**config.mk**
```make
export PLATFORM = sky130hd
export DESIGN_NAME = demux_1bit_deser_flat
export DESIGN_NICKNAME = d
export VERILOG_FILES = /design/src/rtl/demux_1bit_deser_if.sv /design/src/rtl/demux_1bit_deser.sv /design/src/flat_wrapper.sv
export SDC_FILE = /design/constraint.sdc
export NUM_CORES = 1
export LEC_CHECK = 0
export CAP_MARGIN = 25
export CORE_MARGIN = 5
export CORE_UTILIZATION = 54
export DETAILED_ROUTE_END_ITERATION = 16
export GPL_ROUTABILITY_DRIVEN = 0
export GPL_TIMING_DRIVEN = 0
export PLACE_DENSITY = 0.81
export SYNTH_ARGS = -nofsm -noshare
export SYNTH_HDL_FRONTEND = slang
export SYNTH_SLANG_ARGS = --single-unit
```
**constraint.sdc**
```tcl
create_clock -name clk -period 2.7 [get_ports clk]
set_input_delay 0.27 -clock clk [delete_from_list [all_inputs] [get_ports clk]]
set_output_delay 0.27 -clock clk [all_outputs]
set_load 0.05 [all_outputs]
```
**src/rtl/demux_1bit_deser_if.sv**
```systemverilog
// rtl/demux_1bit_deser_if.sv - serial-in / parallel-out bus for the 1-bit deserializing demux
// Optional out_parity signal present when DEMUX_PARITY_EN is defined.
interface demux_1bit_deser_if #(
  parameter int NUM_OUT = 4,
  parameter int SEL_W   = 2,
  parameter int WORD_W  = 8
);
  logic                      data_in;
  logic                      in_valid;
  logic [SEL_W-1:0]          select;
  logic                      flush;
  logic [NUM_OUT*WORD_W-1:0] data_out;
  logic [NUM_OUT-1:0]        out_valid;
  logic                      err_sel;
`ifdef DEMUX_PARITY_EN
  logic [NUM_OUT-1:0]        out_parity;

  modport master (output data_in, in_valid, select, flush,
                  input  data_out, out_valid, err_sel, out_parity);
  modport slave  (input  data_in, in_valid, select, flush,
                  output data_out, out_valid, err_sel, out_parity);
`else
  modport master (output data_in, in_valid, select, flush,
                  input  data_out, out_valid, err_sel);
  modport slave  (input  data_in, in_valid, select, flush,
                  output data_out, out_valid, err_sel);
`endif
endinterface

```
**src/rtl/demux_1bit_deser.sv**
```systemverilog
// rtl/demux_1bit_deser.sv - steers a serial bit stream into NUM_OUT independent MSB-first deserializers
// Optional per-channel even-parity output enabled by DEMUX_PARITY_EN.
module demux_1bit_deser #(
  parameter int NUM_OUT = 4,
  parameter int SEL_W   = 2,
  parameter int WORD_W  = 8
) (
  input  logic               clk,
  input  logic               rst,
  demux_1bit_deser_if.slave  bus
);
  localparam int               CNT_W     = $clog2(WORD_W);
  localparam logic [CNT_W-1:0] CNT_LAST  = CNT_W'(WORD_W - 1);
  localparam logic [SEL_W:0]   NUM_OUT_X = (SEL_W + 1)'(NUM_OUT);

  logic [WORD_W-1:0]         sh_q  [NUM_OUT];
  logic [WORD_W-1:0]         sh_d  [NUM_OUT];
  logic [CNT_W-1:0]          cnt_q [NUM_OUT];
  logic [CNT_W-1:0]          cnt_d [NUM_OUT];
  logic [NUM_OUT*WORD_W-1:0] data_out_q, data_out_d;
  logic [NUM_OUT-1:0]        out_valid_q, out_valid_d;
  logic                      err_sel_q, err_sel_d;
  logic [NUM_OUT-1:0]        parity_q, parity_d;
  logic [WORD_W-1:0]         word;
  logic                      sel_ok;

  // Extra top bit keeps the compare correct when 2^SEL_W == NUM_OUT.
  assign sel_ok = ({1'b0, bus.select} < NUM_OUT_X);

  always_comb begin
    sh_d        = sh_q;
    cnt_d       = cnt_q;
    data_out_d  = data_out_q;
    parity_d    = parity_q;
    out_valid_d = '0;
    err_sel_d   = 1'b0;
    word        = '0;
    if (bus.flush) begin
      for (int k = 0; k < NUM_OUT; k++) begin
        sh_d[k]  = '0;
        cnt_d[k] = '0;
      end
    end else if (bus.in_valid) begin
      if (!sel_ok) begin
        err_sel_d = 1'b1;
      end else begin
        for (int k = 0; k < NUM_OUT; k++) begin
          if (bus.select == SEL_W'(k)) begin
            word    = {sh_q[k][WORD_W-2:0], bus.data_in};
            sh_d[k] = word;
            if (cnt_q[k] == CNT_LAST) begin
              cnt_d[k]                        = '0;
              data_out_d[k*WORD_W +: WORD_W]  = word;
              parity_d[k]                     = ^word;
              out_valid_d[k]                  = 1'b1;
            end else begin
              cnt_d[k] = cnt_q[k] + 1'b1;
            end
          end
        end
      end
    end
  end

  always_ff @(posedge clk or posedge rst) begin
    if (rst) begin
      for (int k = 0; k < NUM_OUT; k++) begin
        sh_q[k]  <= '0;
        cnt_q[k] <= '0;
      end
      data_out_q  <= '0;
      parity_q    <= '0;
      out_valid_q <= '0;
      err_sel_q   <= 1'b0;
    end else begin
      for (int k = 0; k < NUM_OUT; k++) begin
        sh_q[k]  <= sh_d[k];
        cnt_q[k] <= cnt_d[k];
      end
      data_out_q  <= data_out_d;
      parity_q    <= parity_d;
      out_valid_q <= out_valid_d;
      err_sel_q   <= err_sel_d;
    end
  end

  assign bus.data_out  = data_out_q;
  assign bus.out_valid = out_valid_q;
  assign bus.err_sel   = err_sel_q;
`ifdef DEMUX_PARITY_EN
  assign bus.out_parity = parity_q;
`else
  logic unused_parity;
  assign unused_parity = ^parity_q;
`endif
endmodule

```
**src/flat_wrapper.sv**
```systemverilog
// flat-port wrapper written by rule: the top's interface ports become plain ports
module demux_1bit_deser_flat 
#(
  parameter int NUM_OUT = 4,
  parameter int SEL_W   = 2,
  parameter int WORD_W  = 8
)
  (clk, rst, bus_data_in, bus_in_valid, bus_select, bus_flush, bus_data_out, bus_out_valid, bus_err_sel);
  demux_1bit_deser_if #(.NUM_OUT(NUM_OUT), .SEL_W(SEL_W), .WORD_W(WORD_W)) bus_i ();
  input  logic clk;
  input  logic rst;
  input wire logic [$bits(bus_i.data_in)-1:0] bus_data_in;
  input wire logic [$bits(bus_i.in_valid)-1:0] bus_in_valid;
  input wire logic [$bits(bus_i.select)-1:0] bus_select;
  input wire logic [$bits(bus_i.flush)-1:0] bus_flush;
  output wire logic [$bits(bus_i.data_out)-1:0] bus_data_out;
  output wire logic [$bits(bus_i.out_valid)-1:0] bus_out_valid;
  output wire logic [$bits(bus_i.err_sel)-1:0] bus_err_sel;
  assign bus_i.data_in = bus_data_in;
  assign bus_i.in_valid = bus_in_valid;
  assign bus_i.select = bus_select;
  assign bus_i.flush = bus_flush;
  assign bus_data_out = bus_i.data_out;
  assign bus_out_valid = bus_i.out_valid;
  assign bus_err_sel = bus_i.err_sel;
  demux_1bit_deser #(.NUM_OUT(NUM_OUT), .SEL_W(SEL_W), .WORD_W(WORD_W)) u_core (.clk(clk), .rst(rst), .bus(bus_i));
endmodule
```
==> run_results.csv, run 1 <==
group,metric,value,unit
status,status,"complete, no violations",
synth,yosysSeqAreaShare,61.6,%
synth,syn_area_per_cell,13.0,sq um
global_route,grt_pass1_wl,9430,um
synth,syn_area,3090,sq um
timing,drv_slew,0,
synth,synth_edf_count,0,
setup_path,cp-startpoint,"u_core.bus.data_out[26]$_DFFE_PP0P_",
setup_path,cp.depth,1,
clock_tree,post_cts_resized,0,
synth,synthDistinctLibCells,25,
layout,fin_util,68.3,%
clock_tree,clkTransAtPathRegs,0.07,ns
clock_tree,cts_tree,"yes",
min_path,hold_path.class,"input port to async pin",
floorplanning,chipWidth,85.6,um
setup_path,rr_endpoint,"u_core.bus.data_out[26]$_DFFE_PP0P_",
route,viasPerCell,5.11,
setup_path,path_class,"flop to primary output",
synth,synth-warning-count,0,
timing,post-route-period-util,65.8,%
global_route,antenna_found_initial,0,
layout,drive_gt1_share,16.3,%
layout,diodes,0,
setup_path,cp_top_family,"buffers and inverters",
setup_path,crit_fanout,2,
placement,port_buffers,41,
global_route,grt-ovfl-total,0,
synth,ys_ff_latch,76,
setup_path,critPathLaunchType,"flop",
synth,synthAdderAreaFrac,3.24,%
clock_tree,cts.sinks,76,
route,wl_per_cell,14.4,um
floorplanning,io_pins,44,
synth,synth_top_cell_area_share,61.6,%
clock_tree,clk_root_buffer_cell,"clkbuf_8",
floorplanning,fp-row-count,27,
route,drt_wl_total,5280,um
power,p_leak,0.00195,uW
floorplanning,coreArea,5540,sq um
setup_path,reg2reg_depth,5,
clock_tree,cts_setup_buffers,0,
synth,async_flop_share,100,%
synth,syn_nets,252,
setup_path,arrival,1.51,ns
timing,clock-skew-final,0.00720,ns
synth,synthCells,237,
setup_path,crit_slowest_cell,"clkdlybuf4s50_1",
setup_path,worstPathCellList,"clkdlybuf4s50_1",
timing,period_needed,1.78,ns
timing,hold_viol,0,
power,pwr_density_cell,525,nW/um^2
route,drc,0,
synth,synth_top_flop_cell,"dfrtp_1",
flow_run,cap_violations,0,
global_route,track_usage,16.6,%
placement,hpwl,3440,um
placement,placed_area,3620,sq um
setup_path,timing.rr.start,"u_core.cnt_q[0]$_DFFE_PP0P_",
synth,yosysTopAreaCell,"dfrtp_1",
synth,synth_compound_area_share,1.94,%
timing,max_slew.worst_pin.slew,0.507,ns
route,drt_iter0_drc,108,
synth,synth_top_family_by_area,"multiplexers",
setup_path,slowest_delay,0.80,ns
setup_path,critPathBufInv,1,
clock_tree,cts.path.max_buffers,2,
layout,multi_input_area,1110,sq um
synth,synthXorXnorAreaFrac,0.284,%
layout,nets,305,
setup_path,cp-end-kind,"primary output",
clock_tree,hold_buffers,0,
setup_path,worstPathRequired,2.43,ns
layout,syn2layout_area_growth,22.4,%
timing,maxSlewHeadroom,66.1,%
setup_path,ff2ff_setup_slack,1.12,ns
clock_tree,cts.htree.levels,3,
clock_tree,numCtsBuffers,9,
timing,rsz0062_at_grt,"false",
layout,fillers,412,
synth,synthTopCellsByArea,"dfrtp_1 62%, mux2i_1 8.7%, mux2_2 8.7%",
floorplanning,fp.dieH,85.6,um
route,first_pass_iters,4,
route,vias,1876,
layout,final_area,3780,sq um
floorplanning,initial_core_util,55.8,%
synth,synth_mux_area_share,20.4,%
floorplanning,die-area,7330,sq um
timing,fmax,563,MHz
route,postRouteAntennaNets,0,
global_route,grt_max_degree,56,
synth,yosys.area_share.simple,9.88,%
synth,yosys-top-cells-count,"76 x dfrtp_1, 30 x nor2_1, 27 x mux2i_1, 24 x mux2_2, 20 x nand2_1",
clock_tree,clk_latency,0.34,ns
timing,finalSetupViolations,0,
layout,seqCellArea,1900,sq um
synth,synth_most_common_cell,"dfrtp_1",
power,ir_worst_vdd,393,uV
global_route,grt_pass1_vias,1958,
==> how the worst max path moves through the flow <==
stage	slack (ns)	end
floorplan	0.49	u_core.bus.data_out[0]$_DFFE_PP0P_
global placement	-0.67	u_core.bus.out_valid[1]$_DFF_PP0_
detailed placement	0.77	u_core.bus.data_out[25]$_DFFE_PP0P_
CTS	0.90	bus_data_out[26]
global route	0.86	bus_data_out[22]
finish	0.92	bus_data_out[26]
==> power breakdown <==
group	switching, uW	total [uW]	internal [uW]
sequential	4.61	1150	1140
combinational	61.3	92.3	31.0
clock	385	743	358
total	451	1980	1530
==> cell usage in the layout (no fill, tap or decap), drive strengths merged, types with 2 or more instances in the layout <==
| cell | instances |
|---|---|
| a21oi | 12 |
| buf | 8 |
| clkbuf | 20 |
| clkdlybuf4s50 | 41 |
| clkinv | 2 |
| dfrtp | 76 |
| ha | 8 |
| inv | 3 |
| mux2 | 32 |
| mux2i | 27 |
| nand2 | 20 |
| nand3 | 2 |
| nand3b | 3 |
| nor2 | 30 |
| or3 | 2 |
==> registers in the layout, summed over array words and instances (netlist names) <==
register / flops
u_core.bus.data_out: 32
u_core.cnt_q: 12
u_core.sh_q: 28
u_core.bus.out_valid: 4
==> routing by layer <==
metal  vias to the layer above  GRT usage (%)  wire length [um]  share of wire (%)
met1                       928           22.4              2450                 46
met5                         -              0                 0                  0
met2                        34           24.9              2560                 49
met3                        10           5.19               159                3.0
met4                         0           6.91               103                2.0
li1                        904              -                 -                  -
==> per-stage QoR <==
| step | instances | setup WS, ns | hold slack (ns) | TNS [ns] | total power (uW) |
|---|---|---|---|---|---|
| 6_report | 367 | 0.923 | 0.232 | 0 | 1980 |
| 5_1_grt | 367 | 0.859 | 0.237 | 0 | 2070 |
| 4_1_cts | 367 | 0.901 | 0.238 | 0 | 2000 |
| 3_5_place_dp | 351 | 0.770 | 0.475 | 0 | 1270 |
| 3_3_place_gp | 350 | -0.671 | 0.466 | -50.72 | 1260 |
| 2_1_floorplan | 237 | 0.492 | 0.401 | 0 | 1230 |
==> cell type report <==
type                    instances  area share (%)
repair buffers                 42            11.6
multi-input cells             145            29.3
inverters                       3           0.364
clock inverters                 2           0.265
clock buffers                  14            4.04
flip-flops and latches         76            50.3
plain buffers                  13            1.79
well taps                      72            2.38
==> cells by family after synthesis <==
logic type | after synthesis
AO/OA/AOI/OAI | 12
XOR/XNOR | 1
adder cells (fa/ha/maj) | 8
buffers and inverters | 16
flip-flops | 76
multiplexers | 59
other | 1
AND/OR/NAND/NOR | 64
Power figures use the tool's default switching activity.
==> inputs of run 2 (changes only) <==
- CORE_UTILIZATION: 54 -> 48
- PLACE_DENSITY: 0.81 -> 0.76
- clock period: 2.7 -> 1.55 ns (I/O delays scaled with it)
==> run_results.csv, run 2 (synthesized netlist as in run 1, its figures left out) <==
group,metric,value,unit
timing,period_needed,1.55,ns
layout,multi_input_area,1160,sq um
floorplanning,initial_core_util,48.9,%
floorplanning,coreArea,6310,sq um
clock_tree,clk_latency,0.35,ns
route,postRouteAntennaNets,0,
timing,finalSetupViolations,0,
flow_run,cap_violations,0,
min_path,hold_path.class,"input port to flop",
power,pwr_density_cell,919,nW/um^2
global_route,busiest_layer,"met2",
global_route,antenna_found_initial,0,
setup_path,ff2ff_setup_slack,0.00007,ns
global_route,grt_pass1_vias,2020,
layout,syn2layout_area_growth,24.3,%
layout,instances_no_fill,375,
global_route,grt_max_degree,43,
setup_path,critPathLaunchType,"flop",
global_route,groute.layer.met2.usage,23.7,%
global_route,gr-usage-met3,4.51,%
clock_tree,cts.path.max_buffers,2,
power,ir_worst_vdd,664,uV
floorplanning,chipWidth,90.2,um
setup_path,worstPathRequired,1.77,ns
placement,port_buffers,41,
layout,drive_gt1_share,22.1,%
setup_path,crit_end,"u_core.bus.data_out[14]$_DFFE_PP0P_",
route,wl_per_cell,14.7,um
setup_path,cp-startpoint,"u_core.cnt_q[6]$_DFFE_PP0P_",
global_route,grt-ovfl-total,0,
timing,fmax,645,MHz
timing,max_slew.worst_pin.slew,0.913,ns
route,first_pass_iters,4,
layout,fin_util,60.8,%
setup_path,cp-end-kind,"flop",
clock_tree,cts.htree.levels,3,
placement,hpwl,3640,um
placement,dp.cells,356,
power,p_leak,0.00213,uW
global_route,grtUsageMet1,17.3,%
clock_tree,cts.sinks,76,
clock_tree,clkTransAtPathRegs,0.08,ns
timing,maxSlewHeadroom,39.0,%
route,vias,1914,
min_path,whs_path_depth,3,
layout,nets,308,
clock_tree,clk_root_buffer_cell,"clkbuf_8",
timing,drv_slew,0,
layout,largest_reg_flops,32,
setup_path,arrival,1.77,ns
status,status,"complete, no violations",
layout,seqCellArea,1900,sq um
timing,whs,0.252,ns
setup_path,rr_endpoint,"u_core.bus.data_out[14]$_DFFE_PP0P_",
timing,rsz0062_at_grt,"true",
route,viasPerCell,5.10,
power,finalPower,3530,uW
setup_path,crit_fanout,5,
layout,diodes,0,
setup_path,reg2reg_depth,5,
setup_path,timing.rr.start,"u_core.cnt_q[6]$_DFFE_PP0P_",
timing,post-route-period-util,100,%
clock_tree,cts_tree,"yes",
route,drt_iter0_drc,85,
floorplanning,fp.dieH,90.2,um
setup_path,path_class,"flop to flop",
timing,hold_viol,0,
route,drt_wl_total,5500,um
layout,final_common_cell,"dfrtp_1",
layout,final_cell_mix,"76 x dfrtp_1, 36 x dlygate4sd2_1, 30 x nor2_1, 27 x mux2i_1, 24 x mux2_2",
timing,clock-skew-final,0.0126,ns
floorplanning,fp-row-count,29,
clock_tree,numCtsBuffers,9,
clock_tree,hold_buffers,0,
layout,fillers,533,
global_route,track_usage,14.6,%
route,drc,0,
floorplanning,io_pins,44,
global_route,grt_pass1_wl,9480,um
floorplanning,die-area,8140,sq um
run 2: changes by cell type in the layout (fill, tap and decap cells not counted), sizes merged:
cell	before	now
dlygate4sd2	0	36
inv	3	2
clkinvlp	0	2
clkdlybuf4s50	41	5
buf	8	11
clkbuf	20	19
run 2: power by group:
| group | internal [uW] | switching, uW |
|---|---|---|
| Clock | 670 | 689 |
| Combinational | 55.5 | 110 |
| Sequential | 1990 | 7.94 |
| Total | 2720 | 808 |
run 2: how the worst min path moves through the flow:
stage                                              startpoint                             endpoint
after floorplan                                   bus_data_in           u_core.sh_q[0]$_DFFE_PP0P_
after global routing                            bus_select[1]    u_core.bus.out_valid[2]$_DFF_PP0_
final                                           bus_select[1]    u_core.bus.out_valid[2]$_DFF_PP0_
after CTS                                       bus_select[1]    u_core.bus.out_valid[2]$_DFF_PP0_
after detailed placement  u_core.bus.data_out[11]$_DFFE_PP0P_  u_core.bus.data_out[11]$_DFFE_PP0P_
after global placement    u_core.bus.data_out[12]$_DFFE_PP0P_  u_core.bus.data_out[12]$_DFFE_PP0P_
run 2: layout make-up:
type,instances,share of cell area [%]
buffer,13,1.96
multi-input combinational,145,30.2
sequential,76,49.5
clock buffer,13,4.14
timing repair buffer,45,10.7
inverter,3,0.391
clock inverter,3,0.554
tap,77,2.51
run 2: critical path, cell delays in order (launching register included):
cell and delay, ns:
dfrtp_1 0.40, ha_2 0.19, ha_2 0.15, and4b_2 0.24, buf_6 0.15, mux2_4 0.29
run 2: routing by layer:
metal / wire length, um / share of wire (%)
met2: 2660 / 48
met5: 0 / 0
met3: 217 / 3.9
met4: 143 / 2.6
met1: 2480 / 45
run 2: what timing repair did:
item                       CTS  global route
cloned                       1             0
buffers inserted             1             1
pin swaps                    1             2
setup endpoints to repair   60            25
gates resized for setup     46             8
run 2: per-stage QoR:
| stage | instance area, sq um | TNS, ns | setup slack [ns] |
|---|---|---|---|
| floorplan | 3090 | 0 | 0.0584 |
| global placement | 3600 | -33.45 | -0.335 |
| detailed placement | 3620 | -8.98 | -0.274 |
| CTS | 3810 | -0.0454 | -0.0177 |
| global route | 3840 | -0.229 | -0.0405 |
| finish | 3840 | 0 | 0.0000712 |
